<file path="config.mk">
export PLATFORM = sky130hd
export DESIGN_NAME = beep_sequencer
export DESIGN_NICKNAME = d
export VERILOG_FILES = /design/src/rtl/beep_pkg.sv /design/src/rtl/beep_sequencer_tone_divider.sv /design/src/rtl/beep_sequencer.sv
export SDC_FILE = /design/constraint.sdc
export NUM_CORES = 1
export LEC_CHECK = 0
export BUFFER_PORTS_ARGS = -buffer_cell sky130_fd_sc_hd__buf_2
export CAP_MARGIN = 10
export CORE_MARGIN = 2
export CORE_UTILIZATION = 40
export DETAILED_ROUTE_END_ITERATION = 8
export GPL_TIMING_DRIVEN = 0
export PLACE_DENSITY = 0.57
export SLEW_MARGIN = 20
export SYNTH_ARGS = -nofsm -noshare
export SYNTH_HDL_FRONTEND = slang
export SYNTH_SLANG_ARGS = --single-unit
</file>
<file path="constraint.sdc">
create_clock -name clock_in -period 1.8 [get_ports clock_in]
set_input_delay 0.18 -clock clock_in [delete_from_list [all_inputs] [get_ports clock_in]]
set_output_delay 0.18 -clock clock_in [all_outputs]
set_load 0.005 [all_outputs]
</file>
<file path="src/rtl/beep_pkg.sv">
// Shared types and width helpers for the beep sequencer and its tone divider.
package beep_pkg;

  typedef enum logic [1:0] {
    IDLE = 2'd0,
    ON   = 2'd1,
    OFF  = 2'd2,
    WAIT = 2'd3
  } beep_state_t;

  // Bits needed to hold values 0..max_val (at least one bit).
  function automatic int cnt_w(input int max_val);
    return (max_val < 1) ? 1 : $clog2(max_val + 1);
  endfunction

  function automatic int max2(input int a, input int b);
    return (a > b) ? a : b;
  endfunction

endpackage

</file>
<file path="src/rtl/beep_sequencer_tone_divider.sv">
// Square-wave tone source: high for the first DIV/2 cycles of each DIV-cycle period.
module tone_divider
  import beep_pkg::*;
#(
  parameter int DIV = 25000
) (
  input  logic clock_in,
  input  logic reset,
  input  logic en,
  input  logic clr,
  output logic tone
);

  localparam int CW = cnt_w(DIV - 1);

  logic [CW-1:0] cnt_q, cnt_d;

  always_comb begin
    cnt_d = cnt_q;
    if (clr) begin
      cnt_d = '0;
    end else if (en) begin
      cnt_d = (cnt_q == CW'(DIV - 1)) ? '0 : cnt_q + CW'(1);
    end
  end

  // NOTE: sequential state uses non-blocking assignments only; all next-state math lives in always_comb.
  always_ff @(posedge clock_in) begin
    if (reset) cnt_q <= '0;
    else       cnt_q <= cnt_d;
  end

  assign tone = (cnt_q < CW'(DIV / 2));

endmodule

</file>
<file path="src/rtl/beep_sequencer.sv">
// Buzzer pattern controller: NUM_BEEPS tone bursts separated by gaps, abortable by ack.
// Optional feature macro BEEP_REMINDER_EN replays the pattern every REMIND_MS ms until ack.
module beep_sequencer
  import beep_pkg::*;
#(
  parameter int MS_DIV      = 50000,
  parameter int TONE_DIV    = 25000,
  parameter int BEEP_ON_MS  = 200,
  parameter int BEEP_OFF_MS = 200,
  parameter int NUM_BEEPS   = 3,
  parameter int REMIND_MS   = 10000
) (
  input  logic clock_in,
  input  logic reset,
  input  logic start,
  input  logic ack,
  output logic speaker,
  output logic busy,
  output logic done
);

`ifdef BEEP_REMINDER_EN
  localparam int MS_MAX = max2(max2(BEEP_ON_MS, BEEP_OFF_MS), REMIND_MS);
`else
  localparam int MS_MAX = max2(BEEP_ON_MS, BEEP_OFF_MS);
`endif
  localparam int PRE_W  = cnt_w(MS_DIV - 1);
  localparam int MS_W   = cnt_w(MS_MAX - 1);
  localparam int BEEP_W = $clog2(NUM_BEEPS + 1);

  beep_state_t       state_q, state_d;
  logic [PRE_W-1:0]  pre_q, pre_d;
  logic [MS_W-1:0]   ms_q, ms_d;
  logic [BEEP_W-1:0] beeps_q, beeps_d;
  logic              fin_q, fin_d;
  logic              speaker_q, speaker_d;
  logic              busy_q, busy_d;
  logic              done_q, done_d;
  logic              ms_tick;
  logic              tone;
  logic              tone_clr;

  assign ms_tick = (pre_q == PRE_W'(MS_DIV - 1));

  always_comb begin
    state_d = state_q;
    beeps_d = beeps_q;
    fin_d   = 1'b0;
    unique case (state_q)
      IDLE: begin
        if (start && !ack) begin
          state_d = ON;
          beeps_d = BEEP_W'(NUM_BEEPS);
        end
      end
      ON: begin
        if (ms_tick && ms_q == MS_W'(BEEP_ON_MS - 1)) begin
          if (beeps_q > BEEP_W'(1)) begin
            state_d = OFF;
            beeps_d = beeps_q - BEEP_W'(1);
          end else begin
            fin_d = 1'b1;
`ifdef BEEP_REMINDER_EN
            state_d = WAIT;
`else
            state_d = IDLE;
`endif
          end
        end
      end
      OFF: begin
        if (ms_tick && ms_q == MS_W'(BEEP_OFF_MS - 1)) state_d = ON;
      end
`ifdef BEEP_REMINDER_EN
      WAIT: begin
        if (ms_tick && ms_q == MS_W'(REMIND_MS - 1)) begin
          state_d = ON;
          beeps_d = BEEP_W'(NUM_BEEPS);
        end
      end
`endif
      default: state_d = IDLE;
    endcase
    // Abort has priority over every natural transition, including the final one.
    if (ack && state_q != IDLE) begin
      state_d = IDLE;
      fin_d   = 1'b0;
    end
  end

  // Timebase restarts on every state change so each interval is exact.
  always_comb begin
    pre_d = pre_q;
    ms_d  = ms_q;
    if (state_d != state_q || state_q == IDLE) begin
      pre_d = '0;
      ms_d  = '0;
    end else if (ms_tick) begin
      pre_d = '0;
      ms_d  = ms_q + MS_W'(1);
    end else begin
      pre_d = pre_q + PRE_W'(1);
    end
  end

  assign tone_clr  = (state_d == ON) && (state_q != ON);
  assign speaker_d = (state_q == ON) && tone;
  assign busy_d    = (state_q != IDLE);
  assign done_d    = fin_q;

  // NOTE: every flop, counters included, is cleared by reset; none of this is memory.
  always_ff @(posedge clock_in) begin
    if (reset) begin
      state_q   <= IDLE;
      pre_q     <= '0;
      ms_q      <= '0;
      beeps_q   <= '0;
      fin_q     <= 1'b0;
      speaker_q <= 1'b0;
      busy_q    <= 1'b0;
      done_q    <= 1'b0;
    end else begin
      state_q   <= state_d;
      pre_q     <= pre_d;
      ms_q      <= ms_d;
      beeps_q   <= beeps_d;
      fin_q     <= fin_d;
      speaker_q <= speaker_d;
      busy_q    <= busy_d;
      done_q    <= done_d;
    end
  end

  tone_divider #(
    .DIV (TONE_DIV)
  ) u_tone (
    .clock_in (clock_in),
    .reset    (reset),
    .en       (state_q == ON),
    .clr      (tone_clr),
    .tone     (tone)
  );

  assign speaker = speaker_q;
  assign busy    = busy_q;
  assign done    = done_q;

endmodule

</file>
== Word level (Yosys, flattened, before mapping) ==
Cells that the tools add are included.

* Multiply operators: 0
* Add/sub/neg operators: 4
* Bitwise logic cells: 2
* Reduce and logical (&&, ||, !) cells: 15
* Div/mod/pow operators: 0
* Equality and inequality tests: 11
* Mux-type cells: 12
* Order comparisons: 2
* Shift operators: 0

{| class="wikitable"
|+ Operator list
! operator !! number
|-
| $add A16 B1 Y16 const B || 1
|-
| $eq A16 B16 Y1 const B || 1
|-
| $mux W2 || 8
|-
| $add A15 B1 Y15 const B || 1
|-
| $eq A15 B15 Y1 const B || 1
|-
| $lt A15 B14 Y1 const B || 1
|-
| $mux W15 || 1
|-
| $add A8 B1 Y8 const B || 1
|-
| $eq A8 B8 Y1 const B || 1
|-
| $ne A2 B2 Y1 const B || 3
|-
| $pmux W2 S3 || 1
|-
| $logic_and A1 B1 Y1 || 5
|-
| $eq A2 B1 Y1 const B || 2
|-
| $pmux W2 S2 || 1
|-
| $reduce_and A4 Y1 || 1
|-
| $reduce_bool A2 Y1 || 2
|-
| $reduce_or A2 Y1 || 2
|-
| $reduce_or A4 Y1 || 1
|-
| $reduce_or A3 Y1 || 1
|-
| $eq A2 B2 Y1 const B || 1
|-
| $gt A2 B1 Y1 const B || 1
|-
| $logic_not A2 Y1 || 1
|-
| $ne A2 B1 Y1 const B || 1
|-
| $ne A2 B2 Y1 || 1
|-
| other kinds (5) || 6
|}

* Bits in registers: 47
* ROM bits: 0
* Memory bits (writable): 0
* Latch bits: 0
* Output and inout bits: 3
* Input port bits: 4
* Memories: 0

== Longest topological paths before layout ==
Gate-level depths: netlist (run 1).

* Depth after elaboration: 8
* Mapped depth: 6

== Cells and area by module ==
A second synthesis (run 1) with hierarchy kept.

* Cell total of the unflattened synthesis: 246
* Area, all modules: 2,194.6 um^2

{| class="wikitable"
|+ By module, submodules not included
! module !! cells an instance !! area each (um^2) !! instances !! sequential area each (um^2)
|-
| beep_sequencer || 162 || 1,461.4 || 1 || 640.6
|-
| tone_divider || 84 || 733.2 || 1 || 300.3
|}

== Worst setup path before layout (run 1) ==
No wires, ideal clock.

* Path kind: reg-to-reg
* Start point: register pre_q[0]
* End point: register u_tone.cnt_q[11]
* Data required time: 1.667 ns
* Data arrival time: 1.622 ns
* Clock period less this slack: 1.756 ns
* Path buffers: 1
* Cell stages (with the launch flop): 7
* Library setup time: 0.133 ns
* Path slack: 0.044 ns
* Path through: dfxtp_1 > ha_1 > and4_1 > nand4_4 > o41ai_4 > buf_6 > nor3_1

* Cells in the longest elaborated chain, start to end: 8
* Elaborated cells on any way between the ends: 9
* Classes of those cells: eq/ne (2); mux (4); reduce/logical (3)

{| class="wikitable"
|+ RTL lines
! item !! RTL line !! source
|-
| start: declaration || beep_sequencer.sv:32 || <nowiki>logic [PRE_W-1:0] pre_q, pre_d;</nowiki>
|-
| start signal: assignment || beep_sequencer.sv:124 || <nowiki>pre_q <= pre_d;</nowiki>
|-
| $eq A16 B16 Y1 * || beep_sequencer.sv:43 || <nowiki>assign ms_tick = (pre_q == PRE_W'(MS_DIV - 1));</nowiki>
|-
| $logic_and A1 B1 Y1 * || beep_sequencer.sv:57, beep_sequencer.sv:72 ||
|-
| $mux W2 (on tied branches) || beep_sequencer.sv:72, beep_sequencer.sv:57 ||
|-
| $pmux W2 S3 * || beep_sequencer.sv:49 || <nowiki>unique case (state_q)</nowiki>
|-
| $mux W2 * || beep_sequencer.sv:85 || <nowiki>if (ack && state_q != IDLE) begin</nowiki>
|-
| $eq A2 B1 Y1 * || beep_sequencer.sv:106 || <nowiki>assign tone_clr = (state_d == ON) && (state_q != ON);</nowiki>
|-
| $logic_and A1 B1 Y1 * || beep_sequencer.sv:106 ||
|-
| $reduce_or A2 Y1 (no line) * || n/a ||
|-
| end signal: assignment || beep_sequencer_tone_divider.sv:30 || <nowiki>else cnt_q <= cnt_d;</nowiki>
|-
| end: declaration || beep_sequencer_tone_divider.sv:16 || <nowiki>logic [CW-1:0] cnt_q, cnt_d;</nowiki>
|}

Mark *: on every way between the ends. The rest lies on a longest branch, timed or not.
A chain may end at the register's enable or synchronous reset.

== Final worst setup path (run 1) ==
* Start point: register u_tone.cnt_q[0]
* End point: register u_tone.cnt_q[13]

* Cells in the longest elaborated chain, start to end: 2
* Elaborated cells on any way between the ends: 3
* Classes of those cells: add/sub (1); eq/ne (1); mux (1)

{| class="wikitable"
|+ RTL lines
! item !! RTL line !! source
|-
| $add A15 B1 Y15 / $eq A15 B15 Y1 (equally long branches) || beep_sequencer_tone_divider.sv:23 || <nowiki>cnt_d = (cnt_q == CW'(DIV - 1)) ? '0 : cnt_q + CW'(1);</nowiki>
|-
| $mux W15 * || beep_sequencer_tone_divider.sv:23 ||
|}

Marks and branches as above.

==> results of run 1 <==
-- registers in the layout, indices dropped and copies added (netlist names) --
register,cells
pre_q,16
beeps_q,2
done_d,1
state_q,2
done,1
speaker,1
ms_q,8
busy,1
u_tone.cnt_q,15
-- report_power, final --
part / internal (mW) / switching, mW
Combinational: 0.0278 / 0.0364
Sequential: 1.04 / 0.00670
Clock: 0.273 / 0.327
-- layout by cell type (no fill, tap or decap), drive strengths merged, types with 9 or more instances in the layout --
| master | synthesis | routed |
|---|---|---|
| a21oi | 10 | 10 |
| buf | 3 | 23 |
| clkbuf | 2 | 9 |
| dfxtp | 47 | 47 |
| nand2 | 14 | 14 |
| nand3 | 14 | 14 |
| nand4 | 10 | 10 |
| nor2 | 34 | 34 |
| nor3 | 15 | 15 |
| or3 | 9 | 9 |
| xnor2 | 18 | 18 |
-- timing repair --
item,in CTS,in global routing
resized for setup,10,22
setup endpoints to repair,39,36
endpoints found under the hold margin,0,0
pin swaps,3,4
setup buffers,4,9
cloned,1,0
-- metal layers --
layer	global-route usage (%)	vias to the layer above
met5	0	-
met2	23.0	22
met3	3.79	3
met1	21.3	838
li1	-	950
met4	3.68	0
-- final cells by class --
type / count / area share (%)
Clock buffer: 7 / 2.91
Timing Repair Buffer: 20 / 5.15
Inverter: 8 / 1.14
Tap cell: 72 / 3.43
Sequential cell: 47 / 36.5
Multi-Input combinational cell: 189 / 49.3
Clock inverter: 1 / 0.191
Buffer: 5 / 1.34
-- per-stage QoR --
step / worst slack (ps) / hold WS (ps) / std cells / total power [mW]
after global placement: -248 / 421 / 327 / 1.13
after floorplan: 44.3 / 252 / 249 / 1.11
after detailed placement: -256 / 420 / 327 / 1.13
after CTS: -11.5 / 125 / 340 / 1.75
final: 60.9 / 130 / 349 / 1.72
after global routing: -4.68 / 134 / 349 / 1.81
-- worst register-to-register path, cell delays in order (launching register included) --
cell,delay (ps)
dfxtp_2,360
buf_4,120
nand3_2,140
or4_1,510
or3_1,320
a211oi_1,220
-- worst max path at each step --
stage | from | end
after floorplan | pre_q[0] | u_tone.cnt_q[11]
after global placement | ms_q[3] | pre_q[14]
after detailed placement | ms_q[3] | pre_q[15]
after CTS | u_tone.cnt_q[2] | u_tone.cnt_q[13]
after global routing | u_tone.cnt_q[1] | u_tone.cnt_q[14]
final | u_tone.cnt_q[0] | u_tone.cnt_q[13]
-- logic make-up (layout without fill, tap and decap cells) --
group	Yosys count	after routing	synth area share, %
compound gates	31	31	9.56
simple gates	127	127	32.4
buf+inv	13	41	2.81
flops	47	47	42.3
mux	1	1	0.450
fa+ha+maj	4	4	2.25
xor+xnor	26	26	10.2
==> results.cfg, run 1 <==
[timing]
period_minus_slack_ps = 1740
hold_viol_final = 0
drv_slew = 0
slew_headroom_pct = 61.9
max_clock_freq_mhz = 575
tightest_slew_ps = 564
finClkSkew_ps = 9.45
setup_violations = 0
tns_ps = 0
period_share_pct = 96.6

[die]
die_area_mm2 = 0.00617
die-height_um = 78.6
dieWidth_um = 78.6
design.core.area_mm2 = 0.00544
ios = 7
start_util_pct = 40.9
num_rows = 27

[grt]
grt_max_degree = 14
antenna_found_initial = 0
grt_pass1_vias = 1608
gr-total-overflow = 0
grt_usage_pct = 15.1
grt_pass1_wl_um = 7530

[logic_synthesis]
ys_types = 41
yosysSeqAreaShare_pct = 42.3
synth-main-ff-cell = dfxtp_1
synth_area_leader_cell = dfxtp_1
synth-edff-count = 0
synth_cells = 249
yosysWarnings = 0
synth.most_common_cell = dfxtp_1
synth_commonest_cells = 47 x dfxtp_1, 34 x nor2_1, 18 x xnor2_1
synthArstFlopShare_pct = 0
synth_area_leaders = dfxtp_1 42%, xnor2_1 7.1%, nor2_1 5.7%, nor3_1 3.4%, nand3_1 3.1%
synth-seq-cells = 47
netlist.area_leader.share_pct = 42.3
syn_area_mm2 = 0.00222
avgSynthCellArea_um2 = 8.93
syn_nets = 257

[finish]
drive_above_1_share_pct = 22.7
final_util_pct = 48.2
seq_area_um2 = 958
final_area_mm2 = 0.00262
nets = 284
multi_input_area_mm2 = 0.00129
fill_cells = 524
num_antenna_cells = 0
syn2layout_area_growth_pct = 17.9

[route]
vias = 1813
top_layer_used = met4
final_antenna_net_count = 0
wl_met2_um = 1980
wl_per_cell_um = 12.5
drt_wl_total_um = 4360
drt-initial-drc-count = 86
firstDrtPassIters = 4
wl_met3_um = 122
viasPerCell = 5.19
drc = 0
met1_length_um = 2230

[hold_path]
hp-class = in -> reg
whs_path_depth = 2
min_from = reset
hold-path-endpoint = done

[cts]
clock_sinks = 47
clockBufferDepth = 2
insertion_delay_ps = 290
cts_buffers = 5
cts_tree = yes
path_clk_slew_ps = 80
cts-hold-fix-buffers = 0
cts_root_buf = clkbuf_8
htree_levels = 2

[worst_setup_path]
cp.arrival_ps = 1950
r2r-end = u_tone.cnt_q[13]
r2r_slack_ps = 60
crit_path_end_kind = flip-flop
crit_family = simple AND/OR/NAND/NOR gates
worst-endpoint-required_ps = 2010
regToRegStartpoint = u_tone.cnt_q[0]
crit_chain = buf_4 > nand3_2 > or4_1 > or3_1 > a211oi_1
critPathSlowestCell = or4_1
reg2regPathDepth = 5
worstSetupPathType = reg -> reg
cp.buffers_inverters = 1
critPathMaxFanout = 6
path_depth = 5
worst_path_largest_cell_delay_ps = 510
setup.worst_path.start_class = flip-flop

[pwr]
pwr_density_cell_mw_per_mm2 = 654
ir_worst_vdd_uv = 264
p_leak_nw = 0.831

[run_status]
status = complete, no violations

[place]
routabilityCongestion = 0.820
dp_hpwl_um = 2950
portBuffers = 6
dpl-instance-area_mm2 = 0.00234

[run]
drv_cap = 0
No activity file was read; power rests on OpenSTA's default activity.
==> inputs of run 2 (changes only) <==
- SYNTH_HIERARCHICAL: not set -> 1
==> run 2 against run 1 <==
Register-to-register slack worse by 210 ps. Final cell count down 2.3%. The run now ends with setup timing left. Highest routed layer unchanged. Routed wire length down 3.1%. First-iteration DRC count up 14%. Critical path type unchanged. Critical path depth up 5. Power down 1.6%. Sequential share of layout area up 0.36 points.
==> results.cfg, run 2 <==
[grt]
grt_max_degree = 13
gr-total-overflow = 0
antenna_found_initial = 0
grt_pass1_vias = 1722
grt_usage_pct = 15.8
grt_pass1_wl_um = 7780

[finish]
final_common_cell = dfxtp_1
final_cell_mix = 35 x dfxtp_1, 34 x nor2_1, 21 x xnor2_1
seq_area_um2 = 966
multi_input_area_mm2 = 0.00129
largest_registers = pre_q: 16 flops, u_tone/cnt_q: 15 flops, ms_q: 8 flops
fill_cells = 518
largest_reg_flops = 16
nets = 280
syn2layout_area_growth_pct = 19.3
drive_above_1_share_pct = 25.5
num_antenna_cells = 0
largest-register = pre_q

[cts]
path_clk_slew_ps = 80
htree_levels = 2
clock_sinks = 47
cts_root_buf = clkbuf_8
cts_buffers = 5
clockBufferDepth = 2
insertion_delay_ps = 290
cts_tree = yes

[place]
routabilityCongestion = 0.781
portBuffers = 6
pre_cts_ws_ps = -411
dp_hpwl_um = 2770

[worst_setup_path]
setup.worst_path.start_class = flip-flop
critPathMaxFanout = 5
crit_path_end_kind = flip-flop
cp.arrival_ps = 2130
worstSetupPathType = reg -> reg
worst-endpoint-required_ps = 1990
reg2regPathDepth = 10

[die]
die-height_um = 78.1
die_area_mm2 = 0.00609
num_rows = 26
start_util_pct = 42.2
ios = 7
design.core.area_mm2 = 0.00520
dieWidth_um = 78.1

[timing]
slew_headroom_pct = 73.6
hold_viol_final = 0
tightest_slew_ps = 390
period_minus_slack_ps = 1950
max_clock_freq_mhz = 514
setup_violations = 15
finClkSkew_ps = 7.16
period_share_pct = 108
rsz0062_at_grt = true
fin_ws_ps = -147
drv_slew = 0

[logic_synthesis]
synth-edff-count = 0
synth-seq-cells = 47
yosysWarnings = 6
synthArstFlopShare_pct = 0
syn_nets = 254
syn_area_mm2 = 0.00219
synth_commonest_cells = 47 x dfxtp_1, 41 x nor2_1, 21 x xnor2_1
synth-main-ff-cell = dfxtp_1
synth_area_leaders = dfxtp_1 43%, xnor2_1 8.4%, nor2_1 7.0%, nand3_1 3.4%, xor2_1 2.8%
yosysSeqAreaShare_pct = 42.9
avgSynthCellArea_um2 = 8.92
synth.most_common_cell = dfxtp_1
netlist.area_leader.share_pct = 42.9
ys_types = 42
synth_cells = 246
synth_area_leader_cell = dfxtp_1

[route]
viasPerCell = 5.20
drc = 0
final_antenna_net_count = 0
firstDrtPassIters = 4
vias = 1772
wl_per_cell_um = 12.4
drt-initial-drc-count = 98
drt_wl_total_um = 4230

[pwr]
p_leak_nw = 0.822
p_total_mw = 1.69
ir_worst_vdd_uv = 387
pwr_density_cell_mw_per_mm2 = 645

[hold_path]
hp-class = in -> reg
whs_path_depth = 2

[run_status]
violations = setup timing
status = finished with violations

[run]
drv_cap = 0
run 2: critical path, cell delays in order (launching register included):
cell and delay (ps):
dfxtp_2 360, ha_4 140, nand3_2 80, nand4b_1 250, buf_6 170, o31a_1 260
nor3_1 130, nor2_1 100, o41ai_4 80, buf_4 230, nor2_1 40
run 2: per-stage QoR:
stage	cells	util, %	hold WS, ps	area [um^2]	setup TNS (ps)
after CTS	341	49.4	117	2570	-1680
after floorplan	246	-	245	2230	-1820
after global placement	322	45.1	419	2350	-6620
after global routing	341	50.3	114	2620	-3260
final	341	50.3	130	2620	-1790
after detailed placement	322	45.1	419	2350	-6070
run 2: layout make-up:
class | instances | area share [%]
flip-flops and latches | 47 | 36.9
inverters | 8 | 1.15
clock buffers | 6 | 2.77
multi-input cells | 185 | 49.2
plain buffers | 5 | 1.53
repair buffers | 20 | 5.16
well taps | 70 | 3.34
run 2: logic make-up after synthesis:
kind of cell             Yosys count  share of synthesized area [%]
AND/OR/NAND/NOR                  121                           29.5
adder cells (fa/ha/maj)            4                           2.28
multiplexers                       2                          0.912
AO/OA/AOI/OAI                     30                           9.98
flip-flops                        47                           42.9
buffers and inverters             14                           3.25
XOR/XNOR                          28                           11.2
run 2: path summary, 6_finish.rpt:
| kind | end | startpoint | slack [ps] |
|---|---|---|---|
| worst max-delay path | u_tone/cnt_q[0] | pre_q[0] | -150 |
| worst min-delay path | beeps_q[0] | reset | 130 |
| worst max register to register | u_tone/cnt_q[0] | pre_q[0] | -150 |
| worst min register to register | done | done_d | 440 |
run 2: routing by layer:
layer | up-vias | part of all wire [%] | GRT usage (%)
li1 | 922 | - | -
met4 | 0 | 0.50 | 4.74
met3 | 2 | 3.5 | 4.14
met5 | - | 0 | 0
met1 | 827 | 49 | 21.2
met2 | 21 | 47 | 24.8
run 2: repair_timing:
item,in CTS,in global routing
setup buffers,13,0
setup endpoints to repair,28,34
gates cloned,1,0
pin swaps,5,7
hold buffers,0,0
resized for setup,16,18
run 2: power by group:
| group | leakage [nW] | internal (mW) | total, mW | switching [mW] |
|---|---|---|---|---|
| registers | 0.387 | 1.04 | 1.05 | 0.00657 |
| logic | 0.398 | 0.0315 | 0.0673 | 0.0358 |
| clock network | 0.0371 | 0.259 | 0.575 | 0.315 |
==> inputs of run 3 (changes only) <==
- PLACE_DENSITY: 0.57 -> 0.55
- clock period: 1.8 -> 2.39 ns (I/O delays scaled with it)
==> run 3 against run 2 <==
The flow now finishes without violations. Non-clock buffer count down 11. Maximum frequency decreased by 13%. Register-to-register slack improved by 290 ps. Global-route usage is 1.1 points lower. Flip-flop and latch count stayed put. Power shrank 17%. Sequential power down 24%. First-iteration DRC count decreased by 13%. Hold slack better by 45 ps. Clock skew hardly changed. Utilization shrank 3.5 points. Via count down 4.0%. Largest cell class unchanged. Largest power group unchanged.
==> results.cfg, run 3 (synthesized netlist as in run 2, its figures left out) <==
[run_status]
status = complete, no violations

[grt]
antenna_found_initial = 0
grt_pass1_wl_um = 7160
gr-total-overflow = 0
grt_pass1_vias = 1606
grt_max_degree = 14
grt_usage_pct = 14.6

[finish]
largest_registers = pre_q: 16 flops, u_tone/cnt_q: 15 flops, ms_q: 8 flops
num_antenna_cells = 0
nets = 269
largest-register = pre_q
largest_reg_flops = 16
final_cell_mix = 46 x dfxtp_1, 41 x nor2_1, 21 x xnor2_1
final_common_cell = dfxtp_1
drive_above_1_share_pct = 11.9
syn2layout_area_growth_pct = 11.0
fill_cells = 529
fin_cells = 331

[cts]
cts_tree = yes
cts_buffers = 5
cts_root_buf = clkbuf_8
insertion_delay_ps = 300
clockBufferDepth = 2
path_clk_slew_ps = 90
clock_sinks = 47
htree_levels = 2

[die]
design.core.area_mm2 = 0.00520
ios = 7
die-height_um = 78.1
dieWidth_um = 78.1
die_area_mm2 = 0.00609
start_util_pct = 42.2
num_rows = 26

[worst_setup_path]
cp.arrival_ps = 2440
worst-endpoint-required_ps = 2590
startpoint = ms_q[1]
worstSetupPathType = reg -> reg
regToRegStartpoint = ms_q[1]
worst_path_largest_cell_delay_ps = 490
setup.worst_path.start_class = flip-flop
critPathMaxFanout = 10
crit_chain = ha_1 > nand2_2 > or4_4 > buf_6 > o31a_1 > nor3_1 > nor2_1 > o41ai_4 > buf_6 > nor2_1
critPathSlowestCell = or4_4
crit_path_end_kind = flip-flop

[route]
firstDrtPassIters = 4
viasPerCell = 5.14
drt_wl_total_um = 4020
wl_per_cell_um = 12.1
final_antenna_net_count = 0
drt-initial-drc-count = 85
vias = 1701
drc = 0

[timing]
drv_slew = 0
hold_viol_final = 0
period_minus_slack_ps = 2240
tightest_slew_ps = 460
setup_violations = 0
fin_ws_ps = 147
tns_ps = 0
slew_headroom_pct = 68.9
finClkSkew_ps = 7.33
period_share_pct = 93.8
max_clock_freq_mhz = 446

[run]
drv_cap = 0

[place]
portBuffers = 6
pre_cts_ws_ps = 110
placed_cells = 322
routabilityCongestion = 0.737
dp_hpwl_um = 2790

[pwr]
p_leak_nw = 0.763
pwr_density_cell_mw_per_mm2 = 575
ir_worst_vdd_uv = 377

[hold_path]
hp-class = in -> reg
min_from = reset
[run 3: cell count changes in the layout (fill, tap and decap cells not counted), moves of 4 or more]
cell / change
dfxtp_4: -4
nor2_1: +7
dfxtp_1: +11
buf_4: -11
nor2_2: -7
dfxtp_2: -7
[run 3: report_power, final]
part	internal [mW]	total (mW)	switching (mW)
sequential	0.788	0.793	0.00501
combinational	0.0192	0.0425	0.0232
clock	0.307	0.566	0.259
[run 3: worst max-delay path, delay by kind of cell (launching register included)]
| kind | cells | cell delay, ps |
|---|---|---|
| AO/OA/AOI/OAI | 2 | 360 |
| adder cells (fa/ha/maj) | 1 | 190 |
| buffers and inverters | 2 | 360 |
| AND/OR/NAND/NOR | 5 | 890 |
| flip-flops | 1 | 350 |
[run 3: area by class of cell]
| type | instances | area (um^2) | area share, % |
|---|---|---|---|
| multi-input combinational | 185 | 1180 | 48.6 |
| sequential | 47 | 942 | 38.7 |
| tap | 70 | 87.6 | 3.60 |
| clock buffer | 6 | 72.6 | 2.98 |
| timing repair buffer | 8 | 45.0 | 1.85 |
| buffer | 6 | 43.8 | 1.80 |
| clock inverter | 1 | 30.0 | 1.23 |
| inverter | 8 | 30.0 | 1.23 |
[run 3: layer usage]
layer / vias up / global-route usage [%] / routed length [um]
li1: 901 / - / -
met1: 776 / 20.6 / 2210
met2: 16 / 21.6 / 1650
met3: 8 / 3.45 / 93
met4: 0 / 5.79 / 66
met5: - / 0 / 0
[run 3: path summary, 6_finish.rpt]
check / depth (start not counted) / to / slack [ps]
min: 2 / beeps_q[0] / 180
max: 10 / u_tone/cnt_q[9] / 150
min reg2reg: 1 / pre_q[0] / 460
max reg2reg: 10 / u_tone/cnt_q[9] / 150
[run 3: repair_timing]
action	4_1_cts	5_1_grt
setup endpoints to repair	0	11
endpoints found under the hold margin	0	0
gates resized for setup	0	4
hold buffers	0	0
setup buffers	0	2
[run 3: stage by stage]
step	hold slack (ps)	instance area, um^2	power [mW]	util (%)
after floorplan	304	2190	0.841	-
after global placement	437	2310	0.854	44.4
after detailed placement	448	2310	0.854	44.4
after CTS	174	2410	1.42	46.4
after global routing	181	2440	1.46	46.8
final	175	2440	1.40	46.8
